**src/rtl/shift_pkg.sv**
```systemverilog
// +--------------------------------------------------------------------+
// | shift_pkg : state and direction encodings for shift_exchange_ctrl  |
// | Rev 1.0                                                            |
// +--------------------------------------------------------------------+
`default_nettype none

package shift_pkg;

  localparam logic [1:0] ST_IDLE  = 2'd0;
  localparam logic [1:0] ST_SHIFT = 2'd1;
  localparam logic [1:0] ST_DONE  = 2'd2;

  localparam logic DIR_RIGHT = 1'b0;
  localparam logic DIR_LEFT  = 1'b1;

endpackage

`default_nettype wire

```
**src/rtl/bit_period_counter.sv**
```systemverilog
// +--------------------------------------------------------------------+
// | bit_period_counter : counts 0..DIV-1, tick at DIV-1                |
// | Rev 1.0                                                            |
// +--------------------------------------------------------------------+
`default_nettype none

module bit_period_counter #(
  parameter int DIV = 4
) (
  input  logic clk_i,
  input  logic rst_i,
  input  logic clear_i,
  input  logic enable_i,
  output logic tick_o
);

  localparam int             CW   = (DIV > 1) ? $clog2(DIV) : 1;
  localparam logic [CW-1:0]  LAST = CW'(DIV - 1);

  logic [CW-1:0] cnt_q;
  logic [CW-1:0] cnt_d;

  always_comb begin
    cnt_d = cnt_q;
    if (clear_i) begin
      cnt_d = '0;
    end else if (enable_i) begin
      cnt_d = (cnt_q == LAST) ? '0 : cnt_q + 1'b1;
    end
  end

  always_ff @(posedge clk_i or posedge rst_i) begin
    if (rst_i) begin
      cnt_q <= '0;
    end else begin
      cnt_q <= cnt_d;
    end
  end

  assign tick_o = enable_i && (cnt_q == LAST);

endmodule

`default_nettype wire

```
**src/rtl/shift_exchange_ctrl.sv**
```systemverilog
// +--------------------------------------------------------------------+
// | shift_exchange_ctrl : handshaked serial shift-out / shift-in       |
// | Rev 1.0                                                            |
// +--------------------------------------------------------------------+
`default_nettype none

module shift_exchange_ctrl
  import shift_pkg::*;
#(
  parameter int WIDTH = 4,
  parameter int DIV   = 4
) (
  input  logic             Clk,
  input  logic             Rst,
  input  logic [WIDTH-1:0] In,
  input  logic             Dir,
  input  logic             InValid,
  output logic             InReady,
  input  logic             SerialIn,
  output logic             SerialOut,
  output logic [WIDTH-1:0] Q,
  output logic             Busy,
  output logic             Done,
  output logic [WIDTH-1:0] RxWord
);

  localparam int            BW      = $clog2(WIDTH + 1);
  localparam logic [BW-1:0] LASTBIT = BW'(WIDTH - 1);

  logic [1:0]       state_q, state_d;
  logic [WIDTH-1:0] q_q, q_d;
  logic [WIDTH-1:0] rx_q, rx_d;
  logic [BW-1:0]    bitcnt_q, bitcnt_d;
  logic             dir_q, dir_d;

  logic             accept;
  logic             tick;
  logic             in_shift;
  logic [WIDTH-1:0] shifted;

  assign accept   = (state_q == ST_IDLE) && InValid;
  assign in_shift = (state_q == ST_SHIFT);
  assign shifted  = (dir_q == DIR_LEFT) ? {q_q[WIDTH-2:0], SerialIn}
                                        : {SerialIn, q_q[WIDTH-1:1]};

  bit_period_counter #(
    .DIV (DIV)
  ) u_bit_period_counter (
    .clk_i    (Clk),
    .rst_i    (Rst),
    .clear_i  (accept),
    .enable_i (in_shift),
    .tick_o   (tick)
  );

  always_comb begin
    state_d  = state_q;
    q_d      = q_q;
    rx_d     = rx_q;
    bitcnt_d = bitcnt_q;
    dir_d    = dir_q;
    case (state_q)
      ST_IDLE: begin
        if (accept) begin
          q_d      = In;
          dir_d    = Dir;
          bitcnt_d = '0;
          state_d  = ST_SHIFT;
        end
      end
      ST_SHIFT: begin
        if (tick) begin
          q_d      = shifted;
          bitcnt_d = bitcnt_q + 1'b1;
          // The last shift edge captures the completed word directly.
          if (bitcnt_q == LASTBIT) begin
            rx_d    = shifted;
            state_d = ST_DONE;
          end
        end
      end
      ST_DONE: state_d = ST_IDLE;
      default: state_d = ST_IDLE;
    endcase
  end

  always_ff @(posedge Clk or posedge Rst) begin
    if (Rst) begin
      state_q  <= ST_IDLE;
      q_q      <= '0;
      rx_q     <= '0;
      bitcnt_q <= '0;
      dir_q    <= DIR_RIGHT;
    end else begin
      state_q  <= state_d;
      q_q      <= q_d;
      rx_q     <= rx_d;
      bitcnt_q <= bitcnt_d;
      dir_q    <= dir_d;
    end
  end

  assign InReady   = (state_q == ST_IDLE);
  assign Busy      = (state_q == ST_SHIFT) || (state_q == ST_DONE);
  assign Done      = (state_q == ST_DONE);
  assign SerialOut = in_shift && ((dir_q == DIR_LEFT) ? q_q[WIDTH-1] : q_q[0]);
  assign Q         = q_q;
  assign RxWord    = rx_q;

endmodule

`default_nettype wire

```
**config.mk**
```make
export PLATFORM = sky130hd
export DESIGN_NAME = shift_exchange_ctrl
export DESIGN_NICKNAME = d
export VERILOG_FILES = /design/src/rtl/shift_pkg.sv /design/src/rtl/bit_period_counter.sv /design/src/rtl/shift_exchange_ctrl.sv
export SDC_FILE = /design/constraint.sdc
export NUM_CORES = 1
export LEC_CHECK = 0
export CORE_MARGIN = 3
export CORE_UTILIZATION = 40
export CTS_CLUSTER_DIAMETER = 60
export DETAILED_ROUTE_END_ITERATION = 8
export PLACE_DENSITY = 0.68
export SLEW_MARGIN = 20
export SYNTH_ARGS = -nofsm -noshare
export SYNTH_HDL_FRONTEND = slang
export SYNTH_SLANG_ARGS = --single-unit
```
**constraint.sdc**
```tcl
create_clock -name Clk -period 1.5 [get_ports Clk]
set_input_delay 0.375 -clock Clk [delete_from_list [all_inputs] [get_ports Clk]]
set_output_delay 0.375 -clock Clk [all_outputs]
set_load 0.02 [all_outputs]
```
# Word level (Yosys, flattened, before mapping)
# Cells that the tools add are included.
# classes
n_addsub	2
eq_ne	7
mux	15
n_reduce_logical	11
# ops
operator	count
2-bit two-way mux	6
4-bit two-way mux	3
3-bit AND reduction	3
4-bit case mux with 2 select lines	1
3-bit two-way mux	2
3-bit case mux with 2 select lines	1
2-bit == test (second input constant)	2
2-bit by 1-bit inequality test with 1-bit output (second input constant)	2
2-bit case mux with 2 select lines	1
2-bit nonzero test	2
3-bit by 1-bit adder with 3-bit output (second input constant)	1
3-bit by 2-bit == test with 1-bit output (second input constant)	1
1-bit logical AND	3
2-bit by 1-bit adder with 2-bit output (second input constant)	1
2-bit by 1-bit == test with 1-bit output (second input constant)	1
2-bit logical NOT	1
2-bit inequality test (second input constant)	1
2-bit AND reduction	1
1-bit logical OR	1
1-bit two-way mux	1
# totals
regBits	16
elab_cells	41

# Logic depth before layout (Yosys ltp)
# Gate-level depths: netlist (run 1).
# logic_depth
depth_word	4
depth_mapped	7
mapped_depth_nobuf	5

# Cells and area by module
# Synthesis (run 1) repeated with hierarchy kept, for this count alone.
# unflattened
hier_cells	88
area_unflattened_um2	939.7
# by_module_without_submodules
mod	instances	cells_per_inst	area_per_inst_um2
shift_exchange_ctrl	1	78	829.5
bit_period_counter	1	10	110.1

# Worst setup path after synthesis (run 1)
# OpenSTA, ideal clock, no wires.
# synth_path
path_kind	register to register
startpoint	reg state_q[0]
endpoint	reg q_q[0] (netlist: Q[0])
arrival_ps	1677
required_time_ps	1375
slack_ps	-302
stages_incl_launch_ff	8
path_buffers	2
period_less_slack_ps	1802
cell_sequence	dfrtp_1 > inv_1 > ha_1 > buf_6 > mux2i_1 > or2_1 > buf_6 > mux2_4
# synth_via
elab_chain_len	4
# synth_lines
item	line	rtl
start, declared	shift_exchange_ctrl.sv:30	logic [1:0] state_q, state_d;
start signal, assigned	shift_exchange_ctrl.sv:95	state_q <= state_d;
2-bit logical NOT *	--	
via InReady	shift_exchange_ctrl.sv:18	output logic InReady,
1-bit logical AND	shift_exchange_ctrl.sv:41	assign accept = (state_q == ST_IDLE) && InValid;
2-bit by 1-bit inequality test with 1-bit output (no line)	--	
3-bit AND reduction (no line)	--	
end signal, assigned	shift_exchange_ctrl.sv:96	q_q <= q_d;
end, declared	shift_exchange_ctrl.sv:31	logic [WIDTH-1:0] q_q, q_d;
# Mark *: on every way through the listed nets, which the timed path passes. The rest lies on a longest branch.
# A chain may end at the register's enable or synchronous reset.

# Worst setup path after layout (run 1)
# layout_path
startpoint	reg state_q[0]
endpoint	reg q_q[3] (netlist: Q[3])
# layout_via
elab_chain_len	4
# layout_lines
item	line
2-bit by 1-bit == test with 1-bit output or 2-bit logical NOT (tied branches)	shift_exchange_ctrl.sv:42, shift_exchange_ctrl.sv:62, shift_exchange_ctrl.sv:41
1-bit logical AND, on equally long branches	bit_period_counter.sv:40, shift_exchange_ctrl.sv:41
2-bit inequality test (no line) or 2-bit by 1-bit inequality test with 1-bit output (tied branches)	--
3-bit AND reduction (no line)	--
# Several ways; a longest one is shown, not always the timed one.

==> results by group, run 1 <==
Power and ir drop
  – PwrDens: around 2100 nW/um^2
  – Overall Power: between 2 and 3 mW
  – Leak pwr: between 0.6 and 0.7 nW
  – Peak VDD IR: 1.36 mV

STA
  – Worst slew margin: between 80% and 90%
  – Slew @ Worst Pin: ~0.27 ns
  – Max Clock Skew: ~0.0016 ns
  – RSZ-0062 raised after global routing: yes
  – Period utilization: 106%
  – Final worst slack: -0.0957 ns
  – Number of setup violations in the final report: 8
  – Final hold vios: 0
  – Maximum clock rate: between 600 and 700 MHz
  – Minimum clock period: roughly 1.6 ns
  – Fin. max-slew vios: 0
  – Final hold slack: around 0.39 ns
  – TNS Setup: -0.582 ns

Worst setup path
  – CP Class: flip-flop to flip-flop
  – Worst Path Required: 1.68 ns
  – Critical Path End: Q[3]$_DFFE_PP0P_
  – Critical path's top delay family: flip-flops
  – Critical Path Max Stage Delay: between 0.4 and 0.5 ns
  – Crit path cell chain: ha_4 -> buf_6 -> nor2b_2 -> or2_4 -> mux2_4
  – Bufs and invs on worst path: 1
  – CP startpoint kind: flip-flop
  – Crit end category: flip-flop
  – R2R Setup Slk: -0.1 ns
  – Crit path depth: 5
  – Worst EP arrival: around 1.8 ns
  – Critical path startpoint: state_q[0]$_DFFE_PP0P_
  – CP max FO: 5
  – Reg2reg end: Q[3]$_DFFE_PP0P_
  – Worst-case reg-to-reg path depth: 5
  – Reg-to-Reg Start: state_q[0]$_DFFE_PP0P_
  – Slowest-stage cell, CP: dfrtp_1

Finish
  – Final Util: around 64%
  – Share of layout cells above drive strength 1: approximately 43%
  – Area growth, synth to finish: 50.6%
  – Nets: ~150
  – Ant. Diodes: 0
  – Final std cells w/o fill: around 160

Status
  – Status: complete, but fails checks
  – Failing checks: setup timing

Floorplan
  – Die area: roughly 3000 um^2
  – Row cnt: 17
  – Top-Level Pins: 21
  – Core footprint: roughly 2300 um^2
  – Die X: 55.0 um
  – Initial core utilization: a little over two fifths
  – Die H: around 55 um

Yosys
  – Ys flop type: dfrtp_1
  – Asr flop ratio synth: 100%
  – Syn_nets: 106
  – Yosys reg bits: 16
  – Cell count after synthesis: 90
  – Synth cell types: 26
  – Yosys warns: 0
  – Post-synth EDFFs: 0
  – Post-synthesis sequential area ratio: 41.7%
  – Post-synthesis cell area: between 900 and 1000 um^2
  – Syn Area/Cell: about 11 um^2

Clock tree
  – Num CTS Buffers: 3
  – Clock tree buffer depth: 2
  – Root buffer cell: clkbuf_4
  – # hold bufs at CTS: 0
  – Clock transition at the registers of the reported paths: ~0.1 ns
  – Clk Latency, worst-skew pair: 0.28 ns
  – Number of H-tree levels: 1
  – CTS tree: yes
  – # clock sinks: 16

GRT
  – First-pass GRT wire length: approximately 3300 um
  – Total grt overflow: 0
  – Largest net degree at the start of global routing: 17
  – Antenna violations before repair: 0
  – Total GRT Usage: between 10% and 20%
  – Vias in the first global route: around 750

Worst hold path
  – Worst min-delay path class: input port to asynchronous set/reset pin

Routing
  – TritonRoute pass-1 iters: 4
  – Routed Antenna Nets: 0
  – Vias per cell: 4.95
  – Drt wl/cell: around 13 um
  – Initial drt markers: 5
  – Total number of vias: about 800
  – Routed WL: roughly 2100 um
  – Residual DRC: 0

Placement
  – # placed instances: ~150
  – RePlAce Congestion: about 0.77
  – IO Port Bufs: 20
  – Dpl hpwl: roughly 1600 um

Run
  – Total of max-cap violations: 0
power breakdown:
| part | switching [mW] | internal [mW] |
|---|---|---|
| clock | 0.142 | 0.148 |
| combinational | 0.868 | 1.14 |
| sequential | 0.105 | 0.582 |
placed cells by master, fill, tap and decap left out, drive strengths merged, types with 2 or more instances in the layout:
cell type and count:
nand2b 3, inv 5, clkdlybuf4s50 8, nor2 7, dlygate4sd2 6, dfrtp 16, nand2 6, ha 7
buf 30, clkbuf 6, mux2 6, nor2b 3, mux2i 8, a22o 2, a21oi 7, o21ai 6
area by class of cell:
type	count	area [um^2]
tap	28	35.0
sequential	16	400
inverter	5	18.8
timing repair buffer	46	390
multi-input combinational	63	564
clock buffer	4	36.3
fill	204	810
metal layers:
metal  track usage (%)  part of all wire (%)  wire length [um]
met1              18.5                    42               886
met2              26.8                    53              1120
met3              2.14                   4.5                96
met4              7.29                  0.47                10
met5                 0                     0                 0
state kept, by name, summed over array words and instances (netlist names):
register / flops
bitcnt_q: 3
Q: 4
dir_q: 1
state_q: 2
u_bit_period_counter.cnt_q: 2
RxWord: 4
how the worst min path moves through the flow:
| stage | slack (ns) | to | from |
|---|---|---|---|
| after floorplan | 0.29 | Q[0]$_DFFE_PP0P_ | Rst |
| after global placement | 0.46 | RxWord[1]$_DFFE_PP0P_ | RxWord[1]$_DFFE_PP0P_ |
| after detailed placement | 0.47 | RxWord[3]$_DFFE_PP0P_ | RxWord[3]$_DFFE_PP0P_ |
| after CTS | 0.39 | RxWord[3]$_DFFE_PP0P_ | Rst |
| after global routing | 0.41 | bitcnt_q[0]$_DFFE_PP0P_ | Rst |
| final | 0.39 | RxWord[3]$_DFFE_PP0P_ | Rst |
tightest hold or removal path, stage by stage:
cell	delay, ns
clkdlybuf4s50_1	0.40
inv_1	0.05
buf_4	0.23
synthesized netlist by cell type (all sizes together) (2+ instances only):
cell / instances / area, um^2
ha: 7 / 87.6
mux2i: 8 / 80.1
nand2: 6 / 22.5
nand2b: 3 / 18.8
mux2: 6 / 82.6
inv: 5 / 18.8
a22o: 2 / 20.0
nor2: 7 / 26.3
dfrtp: 16 / 400
a21oi: 7 / 35.0
buf: 5 / 46.3
o21ai: 6 / 30.0
nor2b: 3 / 21.3
metrics by stage:
step	instance area [um^2]	setup slack, ns
floorplan	983	-0.139
global placement	1300	-0.241
detailed placement	1300	-0.243
CTS	1410	-0.0959
global route	1450	-0.144
finish	1450	-0.0957
cells by family (layout without fill, tap and decap cells):
logic type | after synthesis | count (layout) | synth area share (%)
adder cells (fa/ha/maj) | 7 | 7 | 9.13
multiplexers | 14 | 14 | 16.9
flip-flops | 16 | 16 | 41.7
AO/OA/AOI/OAI | 19 | 19 | 11.9
AND/OR/NAND/NOR | 23 | 23 | 12.1
buffers and inverters | 11 | 55 | 8.21
what timing repair did:
item / 4_1_cts / 5_1_grt
gates cloned: 0 / 0
setup endpoints to repair: 24 / 18
buffers inserted: 5 / 3
endpoints found under the hold margin: 0 / 0
resized for setup: 45 / 8
pin swaps: 3 / 2
Note: power is estimated with default switching activity, not from simulation.
==> run 2: changes to the inputs <==
--- a/config.mk
+++ b/config.mk
@@ -7,9 +7,9 @@
 export LEC_CHECK = 0
 export CORE_MARGIN = 3
 export CORE_UTILIZATION = 40
-export CTS_CLUSTER_DIAMETER = 60
+export CTS_CLUSTER_DIAMETER = 100
 export DETAILED_ROUTE_END_ITERATION = 8
-export PLACE_DENSITY = 0.68
+export PLACE_DENSITY = 0.7
 export SLEW_MARGIN = 20
 export SYNTH_ARGS = -nofsm -noshare
 export SYNTH_HDL_FRONTEND = slang
==> run 2 against run 1 <==
Net effect:
- the run still ends with setup timing left
- total power increased by 3.4%
- worst hold slack got worse by 0.0073 ns
- clock power increased by 1%
- worst setup slack got worse by 0.016 ns
- critical path depth decreased by 1
- die area unchanged
- clock skew increased by 0.0016 ns
- sequential power increased by 3%
- non-clock buffer count increased by 2
- global-route usage increased by 0.87 points
- count of clock-buffer cells in the layout unchanged
- largest power group unchanged
==> results by group, run 2 (synthesized netlist as in run 1, its figures left out) <==
GRT
  – Total GRT Usage: 16.2% (+0.87 points)
  – Total grt overflow: 0 (unchanged)
  – Vias in the first global route: 772 (+2.4%)
  – First-pass GRT wire length: 3460 um (+3.9%)
  – Largest net degree at the start of global routing: 17 (unchanged)
  – Antenna violations before repair: 0 (unchanged)

Finish
  – Reg area: 400 um^2 (unchanged)
  – Multi-input gate area: 564 um^2 (unchanged)
  – Final std cells w/o fill: 164 (+1.2%)
  – Most frequent cells in the layout: buf_4, dfrtp_1, buf_6
  – Final Util: 65.3% (+1.2 points)
  – Nets: 153 (+1.3%)
  – Fillers: 196 (-3.9%)
  – Ant. Diodes: 0 (unchanged)
  – Area growth, synth to finish: 53.3%
  – Commonest non-fill, non-tap cell in the layout: buf_4
  – Share of layout cells above drive strength 1: 44.9% (+1.6 points)
  – Fin area: 1470 um^2 (+1.8%)

Worst setup path
  – Crit end category: primary output
  – R2R Setup Slk: -0.11 ns (-0.02 ns)
  – Worst Path Required: 1.12 ns (-0.56 ns)
  – CP max FO: 3 (-2)
  – Worst EP arrival: 1.24 ns (-0.53 ns)
  – CP Class: flip-flop to primary output
  – CP startpoint kind: flip-flop

STA
  – Fin. max-slew vios: 0 (unchanged)
  – RSZ-0062 raised after global routing: yes
  – Worst slew margin: 83.3% (+1.8 points)
  – TNS Setup: -0.819 ns (-0.237 ns)
  – Maximum clock rate: 620 MHz (-1.0%)
  – Final worst slack: -0.112 ns (-0.0164 ns)
  – Slew @ Worst Pin: 0.243 ns (-0.0258 ns)
  – Minimum clock period: 1.61 ns (+0.0164 ns)
  – Period utilization: 107% (+1.1 points)
  – Max Clock Skew: 0.00319 ns (+0.00161 ns)
  – Number of setup violations in the final report: 11 (+3)
  – Final hold vios: 0 (unchanged)

Floorplan
  – Row cnt: 17 (unchanged)
  – Die H: 55.0 um (unchanged)
  – Core footprint: 2250 um^2 (unchanged)
  – Initial core utilization: 42.6% (unchanged)
  – Top-Level Pins: 21 (unchanged)
  – Die X: 55.0 um (unchanged)
  – Die area: 3020 um^2 (unchanged)

Clock tree
  – Clock transition at the registers of the reported paths: 0.10 ns (about the same)
  – Num CTS Buffers: 3 (unchanged)
  – CTS tree: yes
  – Root buffer cell: clkbuf_4
  – Clock tree buffer depth: 2 (unchanged)
  – # clock sinks: 16 (unchanged)
  – Clk Latency, worst-skew pair: 0.29 ns (about the same)
  – Number of H-tree levels: 1 (unchanged)
  – # hold bufs at CTS: 0 (unchanged)

Status
  – Failing checks: setup timing
  – Status: complete, but fails checks

Run
  – Total of max-cap violations: 0 (unchanged)

Placement
  – Placed Area: 1320 um^2 (+1.2%)
  – RePlAce Congestion: 0.849 (+11%)
  – Place WS: -0.268 ns (-0.0253 ns)
  – Dpl hpwl: 1600 um (+2.8%)
  – IO Port Bufs: 20 (unchanged)
  – # placed instances: 153 (+1.3%)

Routing
  – Routed WL: 2240 um (+6.1%)
  – Total number of vias: 796 (-0.75%)
  – Routed Antenna Nets: 0 (unchanged)
  – Drt wl/cell: 13.7 um (+4.8%)
  – TritonRoute pass-1 iters: 4 (unchanged)
  – Initial drt markers: 8 (+3)
  – Residual DRC: 0 (unchanged)
  – Vias per cell: 4.85 (-2.0%)

Power and ir drop
  – Peak VDD IR: 1.48 mV (+8.8%)
  – Leak pwr: 0.709 nW (+2.4%)
  – PwrDens: 2100 nW/um^2 (+1.6%)

Worst hold path
  – Worst min-delay path class: input port to asynchronous set/reset pin
[run 2: cell count changes in the layout (fill, tap and decap cells not counted)]
| cell | previous run | this run |
|---|---|---|
| buf_6 | 6 | 9 |
| buf_2 | 0 | 1 |
| buf_4 | 24 | 23 |
| clkbuf_2 | 2 | 1 |
| nand2_1 | 6 | 5 |
| nand2_2 | 0 | 1 |
| nand3_2 | 0 | 1 |
| nand3_4 | 1 | 0 |
| nor2b_2 | 1 | 0 |
| nor2b_4 | 2 | 3 |
| o21ai_0 | 5 | 6 |
| o21ai_1 | 1 | 0 |
[run 2: metrics by stage]
stage / total power, mW / hold WS (ns)
floorplan: 1.87 / 0.289
global placement: 2.42 / 0.461
detailed placement: 2.48 / 0.470
CTS: 3.01 / 0.392
global route: 3.28 / 0.409
finish: 3.09 / 0.384
[run 2: repair_timing]
action	in CTS	in global routing
buffers inserted	6	2
resized for setup	48	9
setup endpoints to repair	19	17
pin swaps	3	4
[run 2: final timing paths]
| path | from | cells past startpoint | to |
|---|---|---|---|
| max in group asynchronous | Rst | 3 | bitcnt_q[1]$_DFFE_PP0P_ |
| worst max-delay path | state_q[0]$_DFFE_PP0P_ | 4 | Done |
| min in group Clk | RxWord[0]$_DFFE_PP0P_ | 2 | RxWord[0]$_DFFE_PP0P_ |
| worst max register to register | state_q[0]$_DFFE_PP0P_ | 5 | Q[3]$_DFFE_PP0P_ |
| worst min-delay path | Rst | 3 | Q[2]$_DFFE_PP0P_ |
| worst min register to register | RxWord[0]$_DFFE_PP0P_ | 2 | RxWord[0]$_DFFE_PP0P_ |
[run 2: where the power goes]
group,internal (mW),switching (mW)
Clock,0.148,0.146
Sequential,0.582,0.124
Combinational,1.19,0.894
[run 2: metal layers]
metal  track usage [%]  vias to the layer above  routed length (um)
met5                 0                        -                   0
met4              7.29                        0                  31
met3              2.68                        4                  68
met2              28.1                       13                1170
met1              19.5                      379                 970
li1                  -                      400                   -
[run 2: critical path, stage by stage, from the launching register on]
cell     delay (ns)
dfrtp_1        0.45
inv_2          0.10
buf_6          0.13
ha_4           0.15
buf_6          0.12
[run 2: area by class of cell]
| type | count | area share (%) |
|---|---|---|
| multi-input cells | 63 | 38.4 |
| repair buffers | 48 | 28.3 |
| inverters | 5 | 1.28 |
| flip-flops and latches | 16 | 27.2 |
| clock buffers | 4 | 2.47 |
| well taps | 28 | 2.38 |
